$ cat src/rtl/mult_share_arbiter.sv
// rtl/mult_share_arbiter.sv - round-robin arbiter sharing one registered multiplier among requesters
module mult_share_arbiter #(
    parameter int N_REQ = 4,
    parameter int W     = 2,
    parameter int LAT   = 1
) (
    input  logic               Clk,
    input  logic               Rst_n,
    input  logic [N_REQ-1:0]   Req,
    input  logic [N_REQ*W-1:0] Op_A,
    input  logic [N_REQ*W-1:0] Op_B,
    output logic [N_REQ-1:0]   Grant,
    output logic [N_REQ-1:0]   Done,
    output logic [2*W-1:0]     Result,
    output logic               Busy,
    output logic [W-1:0]       Mul_A,
    output logic [W-1:0]       Mul_B,
    input  logic [2*W-1:0]     Mul_P
);

    localparam int LW = (N_REQ > 1) ? $clog2(N_REQ) : 1;
    localparam int CW = (LAT > 0) ? $clog2(LAT + 1) : 1;

    typedef enum logic {
        IDLE = 1'b0,
        WAIT = 1'b1
    } state_t;

    state_t          state;
    logic [LW-1:0]   last;
    logic [CW-1:0]   cnt;
    logic [LW-1:0]   win;
    logic            found;

    // Round-robin search: first requester at or after last+1, wrapping.
    always_comb begin
        win   = '0;
        found = 1'b0;
        for (int k = 1; k <= N_REQ; k++) begin
            if (!found && Req[(int'(last) + k) % N_REQ]) begin
                found = 1'b1;
                win   = LW'((int'(last) + k) % N_REQ);
            end
        end
    end

    // Busy is decoded from the state register only, so it has no input path.
    assign Busy = (state != IDLE);

    // Issue/wait/capture sequencer; Done is a single-cycle pulse on capture.
    always_ff @(posedge Clk or negedge Rst_n) begin
        if (!Rst_n) begin
            state  <= IDLE;
            Grant  <= '0;
            Done   <= '0;
            Result <= '0;
            Mul_A  <= '0;
            Mul_B  <= '0;
            cnt    <= '0;
            last   <= LW'(N_REQ - 1);
        end else begin
            Done <= '0;
            case (state)
                IDLE: begin
                    if (found) begin
                        Grant <= N_REQ'(1) << win;
                        Mul_A <= Op_A[win*W +: W];
                        Mul_B <= Op_B[win*W +: W];
                        last  <= win;
                        cnt   <= CW'(LAT);
                        state <= WAIT;
                    end
                end
                WAIT: begin
                    if (cnt != '0) begin
                        cnt <= cnt - 1'b1;
                    end else begin
                        Result <= Mul_P;
                        Done   <= Grant;
                        Grant  <= '0;
                        state  <= IDLE;
                    end
                end
                default: state <= IDLE;
            endcase
        end
    end

endmodule

$ cat config.mk
export PLATFORM = sky130hd
export DESIGN_NAME = mult_share_arbiter
export DESIGN_NICKNAME = d
export VERILOG_FILES = /design/src/rtl/mult_share_arbiter.sv
export SDC_FILE = /design/constraint.sdc
export NUM_CORES = 1
export LEC_CHECK = 0
export CAP_MARGIN = 20
export CORE_ASPECT_RATIO = 0.6
export CORE_MARGIN = 5
export CORE_UTILIZATION = 30
export DETAILED_ROUTE_END_ITERATION = 8
export GPL_ROUTABILITY_DRIVEN = 1
export GPL_TIMING_DRIVEN = 0
export PLACE_DENSITY = 0.62
export SLEW_MARGIN = 20
export SYNTH_ARGS = -nofsm -noshare
export SYNTH_HDL_FRONTEND = slang
export SYNTH_SLANG_ARGS = --single-unit
$ cat constraint.sdc
create_clock -name Clk -period 4.13 [get_ports Clk]
set_input_delay 0.6195 -clock Clk [delete_from_list [all_inputs] [get_ports Clk]]
set_output_delay 0.6195 -clock Clk [all_outputs]
set_load 0.05 [all_outputs]
==> results.sh, run 1 <==
export IMPL_die_x_um=85.41
export IMPL_critPathMaxStageDelay_ps=490
export IMPL_cp_end_kind="register"
export IMPL_insertion_delay_ps=260
export IMPL_timing_hold_ws_ps=476.0
export IMPL_dp_cells=186
export IMPL_busiest_layer="met1"
export IMPL_yosysUniqueCellTypes=29
export IMPL_io_pins=43
export IMPL_drive_gt1_frac=0.1172
export IMPL_post_route_drc_count=0
export IMPL_fin_area_mm2=0.001572
export IMPL_setup_ws_ps=1881
export IMPL_synth_main_ff_cell="dfrtp_1"
export IMPL_cpMaxStageDelayCell="clkdlybuf4s50_1"
export IMPL_nets=172
export IMPL_setup_viol=0
export IMPL_multi_input_area_um2=501.7
export IMPL_cts_tree="built"
export IMPL_gr_usage_met1=0.1769
export IMPL_hp_class="register to register"
export IMPL_grt_use_met3=0.04755
export IMPL_ir_drop_v=0.0004303
export IMPL_fp_dieH_um=55.25
export IMPL_place_ws_ps=1613
export IMPL_overflow=0
export IMPL_yosys_area_top_type_share=0.4401
export IMPL_status="completed"
export IMPL_regArea_um2=503.0
export IMPL_antenna_found_initial=0
export IMPL_max_slew_worst_pin_slew_ps=938.0
export IMPL_wl_per_cell_um=14.65
export IMPL_layoutNonFillerInstCount=190
export IMPL_totalWireLength_mm=2.783
export IMPL_use_met2=0.1626
export IMPL_skew_ps=1.908
export IMPL_rsz0062_at_grt="false"
export IMPL_synth_warnings=0
export IMPL_hold_violations=0
export IMPL_dp_hpwl_mm=2.169
export IMPL_finalPower_mw=1.255
export IMPL_grt_max_degree=21
export IMPL_portBuffers=42
export IMPL_finalCritPeriodShare=0.5446
export IMPL_post_cts_repair_setup_buffers=0
export IMPL_die_area_mm2=0.004718
export IMPL_syn_inst=99
export IMPL_final_util=0.4816
export IMPL_yosys_area_top_type="dfrtp_1"
export IMPL_grt_usage=0.1191
export IMPL_numCtsBuffers=3
export IMPL_path_cells="clkdlybuf4s50_1 > nor2b_4 > or3b_1 > a21oi_1 > o21ai_0 > o211ai_2"
export IMPL_async_flop_share=1.000
export IMPL_tns_ps=0
export IMPL_synth_common_cells="19 x nand2_1, 18 x dfrtp_1, 6 x nor2_1, 5 x o21ai_0"
export IMPL_worst_ep_required_time_ps=4320
export IMPL_finalWeightedCongestion=0.7389
export IMPL_post_synth_top_count_cell="nand2_1"
export IMPL_cp_start_kind="primary input"
export IMPL_hold_buffers=0
export IMPL_clockRootBuffer="clkbuf_8"
export IMPL_post_cts_resized=0
export IMPL_syn2layout_area_growth_pct=53.55
export IMPL_drv_cap=0
export IMPL_synthesis_area_mm2=0.001023
export IMPL_ys_seq_elements=20
export IMPL_grt_pass1_vias=863
export IMPL_cts_max_level=1
export IMPL_drt_iter0_markers=62
export IMPL_synth_nets=125
export IMPL_p_leak_nw=0.6676
export IMPL_synth_edf_count=0
export IMPL_n_fill_cell=298
export IMPL_max_freq_mhz=444.6
export IMPL_start_util=0.3137
export IMPL_n_antenna_cell=0
export IMPL_slew_viol_final=0
export IMPL_dpl_cell_area_mm2=0.001500
export IMPL_grt_pass1_wl_mm=4.395
export IMPL_synth_area_top_cells="dfrtp_1 44%, nand2_1 7.0%, dfstp_2 5.1%, o211ai_2 4.9%, mux2i_1 3.9%"
export IMPL_worst_path_max_fanout=6
export IMPL_num_rows=16
export IMPL_core_area_mm2=0.003263
export IMPL_antenna_left=0
export IMPL_power_density_mw_per_mm2=798.5
export IMPL_cts_clk_slew_worst_paths_ps=80
export IMPL_vias=888
export IMPL_clockBufferDepth=2
export IMPL_worstSetupPathType="primary input to register"
export IMPL_arrival_ps=2440
export IMPL_syn_avg_cell_area_um2=10.34
export IMPL_seq_area_frac_synth=0.4914
export IMPL_slew_headroom=0.3727
export IMPL_timing_final_crit_period_ps=2249
export IMPL_clock_sinks=20
export IMPL_dr_pass1_iters=4
export IMPL_vias_per_cell=4.674
[where the power goes]
group / total (mW) / internal [mW] / leakage (nW) / switching (mW)
sequential: 0.345 / 0.286 / 0.251 / 0.0589
combinational: 0.710 / 0.258 / 0.380 / 0.452
clock: 0.200 / 0.129 / 0.0357 / 0.0705
[worst max-delay path: cells and delay by family]
family / cells / cell delay [ps]
AND/OR/NAND/NOR: 2 / 560
AO/OA/AOI/OAI: 3 / 760
buffers and inverters: 1 / 490
[cell type report]
type                    count  area share
well taps                  45     0.03583
repair buffers             42      0.2675
clock inverters             1     0.01911
flip-flops and latches     20      0.3201
plain buffers               3    0.009554
inverters                   1    0.002389
clock buffers               3     0.02627
multi-input cells          75      0.3193
[final timing paths]
path | startpoint | end | slack [ps] | cells past startpoint
worst max register to register | last[0] | Mul_B[1] | 2280 | 5
worst min-delay path | Result[0] | Result[0] | 480 | 2
worst max-delay path | Req[3] | Mul_B[1] | 1880 | 6
worst min register to register | Result[0] | Result[0] | 480 | 2
min in group asynchronous | Rst_n | Mul_B[1] | 870 | 1
max in group asynchronous | Rst_n | cnt | 2680 | 1
[layer usage]
layer	vias to the layer above	share of wire	routed length, µm
met1	414	0.50	1392
met4	0	0	0
met2	29	0.43	1199
li1	445	-	-
met3	0	0.069	191
met5	-	0	0
[cell families after synthesis]
family / Yosys count / synth area share
buffers and inverters: 4 / 0.01834
AND/OR/NAND/NOR: 46 / 0.2530
AO/OA/AOI/OAI: 25 / 0.1980
multiplexers: 4 / 0.03912
flip-flops: 20 / 0.4914
[flip-flops by register name, summed over array words and instances, names as in the netlist]
signal / cells
last: 2
Result: 4
cnt: 1
Grant: 4
Mul_A: 2
Done: 4
Mul_B: 2
Busy: 1
[placed cells by master, fill, tap and decap left out, drive strengths merged]
cell	count
mux2i	4
or3b	1
o22a	1
nand3	2
a21oi	2
o21a	2
clkdlybuf4s50	42
nand2b	4
inv	1
nor2	6
and2	4
clkbuf	5
nor3	1
bufinv	1
o211ai	4
nand3b	1
a21o	1
buf	1
or4	1
dfrtp	18
nand2	19
o21ai	9
dfstp	2
o31a	4
a32o	2
and4	4
nor2b	3
Note: power is estimated with default switching activity, not from simulation.
==> inputs of run 2 (changes only) <==
==> constraint.sdc (replaced) <==
create_clock -name Clk -period 2.1 [get_ports Clk]
set_input_delay 0.315 -clock Clk [delete_from_list [all_inputs] [get_ports Clk]]
set_output_delay 0.315 -clock Clk [all_outputs]
set_load 0.05 [all_outputs]
==> results of run 2 <==
Same layout as run 1 (identical final DEF). Status: completed.
Main changes from that run: setup slack after placement 1613 ps -> -112.1 ps; setup slack after layout 1881 ps -> 155.1 ps; register-to-register setup slack 2280 ps -> 250 ps; total power 1.255 mW -> 2.468 mW; worst IR drop on VDD 0.0004303 V -> 0.0008462 V
